**config.mk**
```make
export PLATFORM = sky130hd
export DESIGN_NAME = pdcch_byte_collector
export DESIGN_NICKNAME = d
export VERILOG_FILES = /design/src/rtl/pdcch_collect_pkg.sv /design/src/rtl/pdcch_collect_fifo.sv /design/src/rtl/pdcch_byte_collector.sv
export SDC_FILE = /design/constraint.sdc
export NUM_CORES = 1
export LEC_CHECK = 0
export BUFFER_PORTS_ARGS = -buffer_cell sky130_fd_sc_hd__buf_4
export CAP_MARGIN = 40
export CORE_ASPECT_RATIO = 0.8
export CORE_MARGIN = 2
export CORE_UTILIZATION = 50
export CTS_BUF_LIST = sky130_fd_sc_hd__clkbuf_8
export DETAILED_ROUTE_END_ITERATION = 12
export HOLD_SLACK_MARGIN = 0.06
export PLACE_DENSITY_LB_ADDON = 0.3
export SKIP_LAST_GASP = 1
export SYNTH_ARGS = -nofsm -noshare
export SYNTH_HDL_FRONTEND = slang
export SYNTH_SLANG_ARGS = --single-unit
export TNS_END_PERCENT = 30
```
**constraint.sdc**
```tcl
create_clock -name clk -period 7.2 [get_ports clk]
set_input_delay 0.72 -clock clk [delete_from_list [all_inputs] [get_ports clk]]
set_output_delay 0.72 -clock clk [all_outputs]
set_load 0.01 [all_outputs]
```
**src/rtl/pdcch_collect_pkg.sv**
```systemverilog
// Shared types and constants for the PDCCH byte collector: FSM encodings,
// FIFO entry layout and the lane-keep helper.
package pdcch_collect_pkg;

  localparam int unsigned DATA_IN_WIDTH  = 8;
  localparam int unsigned DATA_OUT_WIDTH = 64;
  localparam int unsigned BYTES_PER_WORD = DATA_OUT_WIDTH / 8;
  localparam int unsigned IDX_WIDTH      = $clog2(BYTES_PER_WORD);
  localparam int unsigned FIFO_DEPTH     = 16;
  localparam int unsigned LEN_WIDTH      = 16;

  typedef logic [1:0] state_t;
  localparam state_t ST_IDLE    = 2'd0;
  localparam state_t ST_COLLECT = 2'd1;
  localparam state_t ST_DONE    = 2'd2;

  typedef struct packed {
    logic                      last;
    logic [BYTES_PER_WORD-1:0] keep;
    logic [DATA_OUT_WIDTH-1:0] data;
  } collect_entry_t;

  // Contiguous keep mask covering lanes 0..idx.
  function automatic logic [BYTES_PER_WORD-1:0] keep_mask(input logic [IDX_WIDTH-1:0] idx);
    logic [BYTES_PER_WORD-1:0] m;
    m = '0;
    for (int k = 0; k < BYTES_PER_WORD; k++) begin
      m[k] = (IDX_WIDTH'(k) <= idx);
    end
    return m;
  endfunction

endpackage

```
**src/rtl/pdcch_collect_fifo.sv**
```systemverilog
// First-word-fall-through FIFO of packed collector entries; head reads as zero
// while empty so downstream outputs idle at 0.
module pdcch_collect_fifo
  import pdcch_collect_pkg::*;
#(
  parameter int unsigned DEPTH = FIFO_DEPTH
) (
  input  logic           clk,
  input  logic           reset,
  input  logic           push,
  input  collect_entry_t push_entry,
  input  logic           pop,
  output collect_entry_t head,
  output logic           full,
  output logic           empty
);

  localparam int unsigned AW = $clog2(DEPTH);

  collect_entry_t mem [DEPTH];
  logic [AW:0]    wr_ptr;
  logic [AW:0]    rd_ptr;

  // Pointers carry an extra wrap bit to separate full from empty.
  always_ff @(posedge clk or negedge reset) begin
    if (!reset) begin
      wr_ptr <= '0;
      rd_ptr <= '0;
    end else begin
      if (push && !full) wr_ptr <= wr_ptr + (AW+1)'(1);
      if (pop && !empty) rd_ptr <= rd_ptr + (AW+1)'(1);
    end
  end

  always_ff @(posedge clk) begin
    if (push && !full) mem[wr_ptr[AW-1:0]] <= push_entry;
  end

  assign empty = (wr_ptr == rd_ptr);
  assign full  = (wr_ptr[AW] != rd_ptr[AW]) && (wr_ptr[AW-1:0] == rd_ptr[AW-1:0]);
  assign head  = empty ? '0 : mem[rd_ptr[AW-1:0]];

endmodule

```
**src/rtl/pdcch_byte_collector.sv**
```systemverilog
// Packs an 8-bit byte stream LSB-first into 64-bit words per configured frame
// length and re-emits them through a FWFT FIFO with keep/last.
module pdcch_byte_collector
  import pdcch_collect_pkg::*;
(
  input  logic                      clk,
  input  logic                      reset,
  input  logic [LEN_WIDTH-1:0]      cfg_frame_len,
  input  logic                      cfg_valid,
  input  logic [DATA_IN_WIDTH-1:0]  s_axis_collect_data,
  input  logic                      s_axis_collect_valid,
  output logic                      s_axis_collect_ready,
  output logic [DATA_OUT_WIDTH-1:0] m_axis_collect_data,
  output logic [BYTES_PER_WORD-1:0] m_axis_collect_keep,
  output logic                      m_axis_collect_last,
  output logic                      m_axis_collect_valid,
  input  logic                      m_axis_collect_ready,
  output logic                      busy,
  output logic                      frame_done
);

  state_t                    state;
  state_t                    next_state;
  logic [IDX_WIDTH-1:0]      byte_idx;
  logic [LEN_WIDTH-1:0]      remaining;
  logic [DATA_OUT_WIDTH-1:0] shift_reg;

  logic           accept_c;
  logic           last_byte_c;
  logic           push_c;
  collect_entry_t push_entry_c;
  collect_entry_t head_entry;
  logic           fifo_full;
  logic           fifo_empty;

  assign s_axis_collect_ready = (state == ST_COLLECT) && !fifo_full;
  assign accept_c    = s_axis_collect_valid && s_axis_collect_ready;
  assign last_byte_c = (remaining == LEN_WIDTH'(1));
  assign push_c      = accept_c &&
                       ((byte_idx == IDX_WIDTH'(BYTES_PER_WORD - 1)) || last_byte_c);

  // Lanes above byte_idx are already zero because shift_reg clears on every push.
  always_comb begin
    push_entry_c      = '0;
    push_entry_c.data = shift_reg |
                        (DATA_OUT_WIDTH'(s_axis_collect_data) << {byte_idx, 3'b000});
    push_entry_c.keep = keep_mask(byte_idx);
    push_entry_c.last = last_byte_c;
  end

  always_ff @(posedge clk or negedge reset) begin
    if (!reset) state <= ST_IDLE;
    else        state <= next_state;
  end

  always_comb begin
    next_state = state;
    case (state)
      ST_IDLE:    if (cfg_valid && (cfg_frame_len != '0)) next_state = ST_COLLECT;
      ST_COLLECT: if (accept_c && last_byte_c)            next_state = ST_DONE;
      ST_DONE:    next_state = ST_IDLE;
      default:    next_state = ST_IDLE;
    endcase
  end

  always_ff @(posedge clk or negedge reset) begin
    if (!reset) begin
      remaining <= '0;
      byte_idx  <= '0;
      shift_reg <= '0;
    end else begin
      if ((state == ST_IDLE) && cfg_valid && (cfg_frame_len != '0)) begin
        remaining <= cfg_frame_len;
      end else if (accept_c) begin
        remaining <= remaining - LEN_WIDTH'(1);
      end
      if (accept_c) begin
        if (push_c) begin
          shift_reg <= '0;
          byte_idx  <= '0;
        end else begin
          shift_reg <= push_entry_c.data;
          byte_idx  <= byte_idx + IDX_WIDTH'(1);
        end
      end
    end
  end

  pdcch_collect_fifo #(.DEPTH(FIFO_DEPTH)) u_fifo (
    .clk        (clk),
    .reset      (reset),
    .push       (push_c),
    .push_entry (push_entry_c),
    .pop        (m_axis_collect_ready),
    .head       (head_entry),
    .full       (fifo_full),
    .empty      (fifo_empty)
  );

  assign m_axis_collect_valid = !fifo_empty;
  assign m_axis_collect_data  = head_entry.data;
  assign m_axis_collect_keep  = head_entry.keep;
  assign m_axis_collect_last  = head_entry.last;
  assign busy                 = (state != ST_IDLE);
  assign frame_done           = (state == ST_DONE);

endmodule

```
; Word-level counts from Yosys, hierarchy flattened
; Memories as Yosys holds them, arrays and structs flattened.
; Cells that the tools add are included.
[classes]
shifts = 1
eq_ne = 9
bitwise = 1
addsub = 4
n_lt_le_gt_ge = 8
n_reduce_logical = 18
muxes = 10
[op_table]
columns = operator, count
row1 = 73-bit 2-to-1 mux, 1
row2 = 64-bit 2-to-1 mux, 1
row3 = 64-bit OR, 1
row4 = 8-bit by 6-bit left shift with 64-bit output, 1
row5 = 16-bit 2-to-1 mux, 2
row6 = "16-bit by 1-bit == test with 1-bit output, second input constant", 1
row7 = 16-bit nonzero test, 1
row8 = "16-bit by 1-bit subtractor with 16-bit output, second input constant", 1
row9 = "3-bit less-or-equal comparator, first input constant", 4
row10 = "5-bit by 1-bit adder with 5-bit output, second input constant", 2
row11 = 1-bit logical AND, 10
row12 = "1-bit by 3-bit less-or-equal comparator with 1-bit output, first input constant", 2
row13 = "2-bit by 3-bit less-or-equal comparator with 1-bit output, first input constant", 2
row14 = 5-bit == test, 1
row15 = 4-bit == test, 1
row16 = 2-bit 2-to-1 mux, 2
row17 = 2-bit case mux with 2 select lines, 1
row18 = 2-bit nonzero test, 2
row19 = "3-bit by 1-bit adder with 3-bit output, second input constant", 1
row20 = "3-bit == test, second input constant", 1
row21 = 3-bit 2-to-1 mux, 1
row22 = "2-bit by 1-bit == test with 1-bit output, second input constant", 1
row23 = "2-bit == test, second input constant", 1
row24 = 1-bit logical NOT, 2
row25 = 7 further kinds, 8
[word_totals]
ramBits = 1168
output_inout_bits = 77
inputBits = 29
word_cells = 58
mem_count = 1
reg_bits = 95
[mem_list]
columns = name, depth, width, read_ports, rd_ports_with_merged_regs, wr, line
row1 = u_fifo.mem, 16, 73, 1, 0, 1, pdcch_collect_fifo.sv:20  ; collect_entry_t mem [DEPTH];

; Logic depth before layout (Yosys ltp)
[logic_depth]
word_depth = 9
ltp_mapped = 8
ltp_nobuf = 6

; Modules after synthesis
; A second synthesis with hierarchy kept.
[hier_totals]
hier_cells = 2310
hier_area_um2 = 48647.9
[modules_own_cells]
columns = module, cells_each, n_inst, area_each_um2, seq_area_each_um2
row1 = pdcch_collect_fifo, 1859, 1, 44418.9, 35323.9
row2 = pdcch_byte_collector, 451, 1, 4229.1, 2127.0

; Worst setup path before layout
; OpenSTA, ideal clock, no wires.
[synth_timing]
path_type = register to register
startpoint = register remaining[13]
endpoint = memory u_fifo.mem[3][0] (netlist name), enable pin
n_path_buf = 0
synth_period_minus_slack_ns = 7.096
setup_slack_ns = 0.104
arrival_time_ns = 6.502
setup_time_ns = 0.594
path_stages_with_launch = 6
required_ns = 6.606
path_cell_list = dfrtp_1 -> or4_1 -> nor3_2 -> a41o_1 -> nand3_1 -> nor3_1
[synth_via]
elab_chain_len = 6
[synth_lines]
columns = item, line
row1 = from (decl), pdcch_byte_collector.sv:25  ; logic [LEN_WIDTH-1:0] remaining;
row2 = from (signal assigned), pdcch_byte_collector.sv:73  ; remaining <= cfg_frame_len;
row3 = from (signal assigned), pdcch_byte_collector.sv:75  ; remaining <= remaining - LEN_WIDTH'(1);
row4 = 16-bit by 1-bit == test with 1-bit output, pdcch_byte_collector.sv:38  ; assign last_byte_c = (remaining == LEN_WIDTH'(1));
row5 = 1-bit logical OR, pdcch_byte_collector.sv:40  ; ((byte_idx == IDX_WIDTH'(BYTES_PER_WORD - 1)) || last_byte_c);
row6 = 1-bit logical AND, pdcch_byte_collector.sv:39  ; assign push_c = accept_c &&
row7 = 1-bit logical AND, pdcch_collect_fifo.sv:36  ; if (push && !full) mem[wr_ptr[AW-1:0]] <= push_entry;
row8 = 1-bit 2-to-1 mux, pdcch_collect_fifo.sv:36
row9 = 1-bit 2-to-1 mux (implied by the code), pdcch_collect_fifo.sv:36
row10 = to (decl), pdcch_collect_fifo.sv:20
; Every way passes these cells.

; Worst setup path in the final report
[layout_timing]
startpoint = register u_fifo.rd_ptr[1]
endpoint = output port m_axis_collect_data[37]
[layout_via]
elab_chain_len = 2
word_cells_on_any_way = 3
cone_classes = eq/ne: 1 / mux: 1 / memory: 1
[layout_lines]
columns = item, line
row1 = from (decl), pdcch_collect_fifo.sv:22  ; logic [AW:0] rd_ptr;
row2 = from (signal assigned), pdcch_collect_fifo.sv:31  ; if (pop && !empty) rd_ptr <= rd_ptr + (AW+1)'(1);
row3 = memory 16 x 73 bit / 5-bit == test (equally long branches), n/a
row4 = 73-bit 2-to-1 mux (*), pdcch_collect_fifo.sv:41  ; assign head = empty ? '0 : mem[rd_ptr[AW-1:0]];
row5 = to (decl), pdcch_byte_collector.sv:13  ; output logic [DATA_OUT_WIDTH-1:0] m_axis_collect_data,
; Every way passes the cells marked *; elsewhere a longest branch is shown, timed or not.

==> metrics.yaml <==
synth:
  post-synth-top-area-fraction_pct: 71.2
  yosys_warnings: 0
  netlist_top_cells_area: "sky130_fd_sc_hd__edfxtp_1 (71%), sky130_fd_sc_hd__mux4_2 (17%), sky130_fd_sc_hd__dfrtp_1 (4.8%)"
  yosysSeqAreaShare_pct: 76.0
  yosys.area.top_type: "sky130_fd_sc_hd__edfxtp_1"
  post_synth_num_cell_types: 48
  net_count_after_synthesis: 2270
  synth_area_per_cell_um2: 22.1
  synth_enable_flop_cells: 1168
  synth_seq_cells: 1263
  synth-async-reset-ratio_pct: 7.52
  netlist_area_mm2: 0.0493
  ys_dominant_reg_cell: "sky130_fd_sc_hd__edfxtp_1"
  synthesis.instances: 2230
setup_path:
  timing.reg2reg.setup_slack_ns: 2.51
  worstPathCellList: "buf_4 > buf_16 > buf_4 > mux4_2 > mux4_2 > and2_1 > buf_4"
  critPathCaptureType: "primary output"
  reg2reg_from: "u_fifo.rd_ptr[0]"
  worst_r2r_path_depth: 7
  critical_path_buf_inv_count: 4
  slowest_stage: "sky130_fd_sc_hd__dfrtp_4"
  crit_required_ns: 6.48
  r2r-end: "u_fifo.mem[7][68]"
  startpoint_type: "flop"
  highest_cell_delay_on_the_worst_timing_path_ns: 0.90
  worst-path-max-fanout: 57
  setup_crit_path_kind: "flop to primary output"
  critical_path.top_delay_family: "buffers and inverters"
  crit_arrival_ns: 4.59
  most_frequent_cell_on_critical_path: "sky130_fd_sc_hd__buf_4"
floorplan:
  io_pins: 106
  rows: 102
  core-area_mm2: 0.0972
  die-width_um: 355
  design.die.area_mm2: 0.101
  floorplan.die.height_um: 285
  floorplan.initialDensity_pct: 50.7
placed_design:
  dpl-instance-area_mm2: 0.0518
  placement.io_buffers: 105
  gp_congestion: 0.769
  place.detailed.instances: 3566
  dp_worst_setup_slack_ns: 2.55
  place_hpwl_mm: 57.8
routing:
  routed_via_density: 6.10
  drt_wl_cell_um: 28.2
  vias: 24000
  routed_wirelength_mm: 111
  route.antenna.remaining_nets: 0
  detail_route.drc_violations: 0
  firstDrtPassIters: 6
  drt_first_iter_violations: 2374
sta:
  final.setup.tns_ns: 0
  achievable-frequency_mhz: 188
  rsz0062_at_grt: "false"
  fin_hold_ws_ns: 0.144
  post-route-worst-setup-slack_ns: 1.89
  timing_hold_violations_final: 0
  timing.final.setup_violations: 0
  timing.clock.skew_ns: 0.0434
  fin_crit_ns: 5.31
  finalCritPeriodShare_pct: 73.8
  timing.slew.headroom_pct: 31.7
  tightestPinTransition_ns: 1.03
  timing_max_transition_violations_final: 0
hold_path:
  hold_path.class: "input port to flop"
  hold_start: "cfg_frame_len[2]"
  worstHoldEndpoint: "remaining[2]"
  min_delay_path_depth: 3
grt:
  grt_overflow: 0
  antenna_found_initial: 7
  grt.total_usage_pct: 22.2
  pin_count_of_the_biggest_net_entering_global_routing: 103
  wire_length_of_the_first_global_routing_pass_mm: 164
  first_global_vias: 25100
cells_and_area:
  largest_register_ffs: 1168
  num-fill-cells: 7054
  final_cell_area_mm2: 0.0555
  nNetsFinal: 2509
  final_layout_size_suffix_gt1_share_pct: 31.1
  final_standard_cell_count_with_taps_included_and_fillers_excluded: 3925
  area_growth_syn_to_fin_pct: 12.6
  multi_input_comb_area_mm2: 0.0112
  sequential_cell_area_mm2: 0.0375
  finish.utilization_pct: 57.1
clocking:
  cts.sinks: 1263
  cts.reportedPaths.clkPinSlew_ns: 0.06
  cts_tree: "yes"
  cts_root_buffer: "sky130_fd_sc_hd__clkbuf_8"
  clock_tree.htree_level_count: 4
  numCtsBuffers: 189
  cts_setup_buffers: 0
  cts.repair.resized: 0
  clk_latency_ns: 0.85
  cts_buffer_depth: 3
pwr:
  leakagePower_nw: 18.4
  vdd_drop_max_uv: 396
  post-layout-total-power_mw: 22.5
  power_density_mw_per_mm2: 406
status:
  run_status: "complete, no violations"
flow_run:
  maxCapViolations: 0
what timing repair did:
item | 4_1_cts | 5_1_grt
hold endpoints to repair | 32 | 0
setup endpoints to repair | 0 | 0
hold buffers | 12 | 0
cell type report:
type | instances | area share [%]
inverter | 11 | 0.0744
tap | 1300 | 2.93
clock buffer | 211 | 5.23
timing repair buffer | 181 | 2.96
clock inverter | 135 | 1.22
antenna | 1 | 0.00451
multi-input combinational | 823 | 20.1
sequential | 1263 | 67.5
cells by family after synthesis:
family,Yosys count,synth area share (%)
flip-flops,1263,76.0
XOR/XNOR,14,0.249
AO/OA/AOI/OAI,162,2.34
multiplexers,367,16.7
adder cells (fa/ha/maj),11,0.279
buffers and inverters,144,1.62
AND/OR/NAND/NOR,269,2.79
synth_stat cells, drive strengths merged (3+ instances only):
cell type     n
edfxtp     1168
mux4        365
dfrtp        95
nor2         92
and2         83
clkbuf       67
buf          66
a31oi        65
a21o         64
nand2        25
nand3        19
ha           11
inv          11
nor2b        10
nor3         10
o311ai       10
xnor2         9
or4           8
or3           7
o21ai         6
xor2          5
nor4          4
o211ai        4
or2           4
nand2b        3
o21a          3
layout by cell type, fill, tap and decap left out, types with 19 or more instances in the layout:
cell / instances
sky130_fd_sc_hd__a21o_1: 64
sky130_fd_sc_hd__and2_1: 83
sky130_fd_sc_hd__nand2_1: 25
sky130_fd_sc_hd__nand3_1: 19
sky130_fd_sc_hd__nor2_1: 77
sky130_fd_sc_hd__a31oi_1: 65
sky130_fd_sc_hd__clkinv_1: 41
sky130_fd_sc_hd__clkbuf_8: 211
sky130_fd_sc_hd__clkinv_2: 23
sky130_fd_sc_hd__dfrtp_1: 91
sky130_fd_sc_hd__mux4_2: 365
sky130_fd_sc_hd__buf_4: 154
sky130_fd_sc_hd__inv_1: 67
sky130_fd_sc_hd__edfxtp_1: 1168
layer usage:
metal / wire, µm / part of all wire (%) / vias up / track usage (%)
li1: - / - / 9844 / -
met5: 64 / 0.058 / - / 0
met1: 45800 / 41 / 12900 / 31.8
met3: 8340 / 7.5 / 170 / 4.26
met2: 54200 / 49 / 1037 / 35.4
met4: 2110 / 1.9 / 10 / 6.24
how the worst max path moves through the flow:
stage,start,endpoint,slack [ns],cells after the start
2_1_floorplan,remaining[13],u_fifo.mem[3][0],0.10,5
3_3_place_gp,u_fifo.rd_ptr[1],m_axis_collect_data[4],2.52,6
3_5_place_dp,u_fifo.rd_ptr[0],u_fifo.mem[11][39],2.55,7
4_1_cts,u_fifo.rd_ptr[1],m_axis_collect_data[4],1.79,7
5_1_grt,u_fifo.rd_ptr[0],m_axis_collect_data[40],1.68,7
6_report,u_fifo.rd_ptr[1],m_axis_collect_data[37],1.89,7
worst reg2reg max path: stages (launching register included):
cell and delay, ns:
sky130_fd_sc_hd__dfrtp_4 0.92, sky130_fd_sc_hd__xnor2_1 0.22, sky130_fd_sc_hd__nand4_1 0.32, sky130_fd_sc_hd__o21a_2 0.31, sky130_fd_sc_hd__buf_4 0.71, sky130_fd_sc_hd__nand3_1 0.50
sky130_fd_sc_hd__nor2_4 0.79, sky130_fd_sc_hd__buf_4 0.52
power by group:
part | switching (mW) | internal, mW | total, mW
registers | 0.432 | 9.39 | 9.83
logic | 3.89 | 3.35 | 7.23
clock network | 2.68 | 2.80 | 5.48
Note: power is estimated with default switching activity, not from simulation.
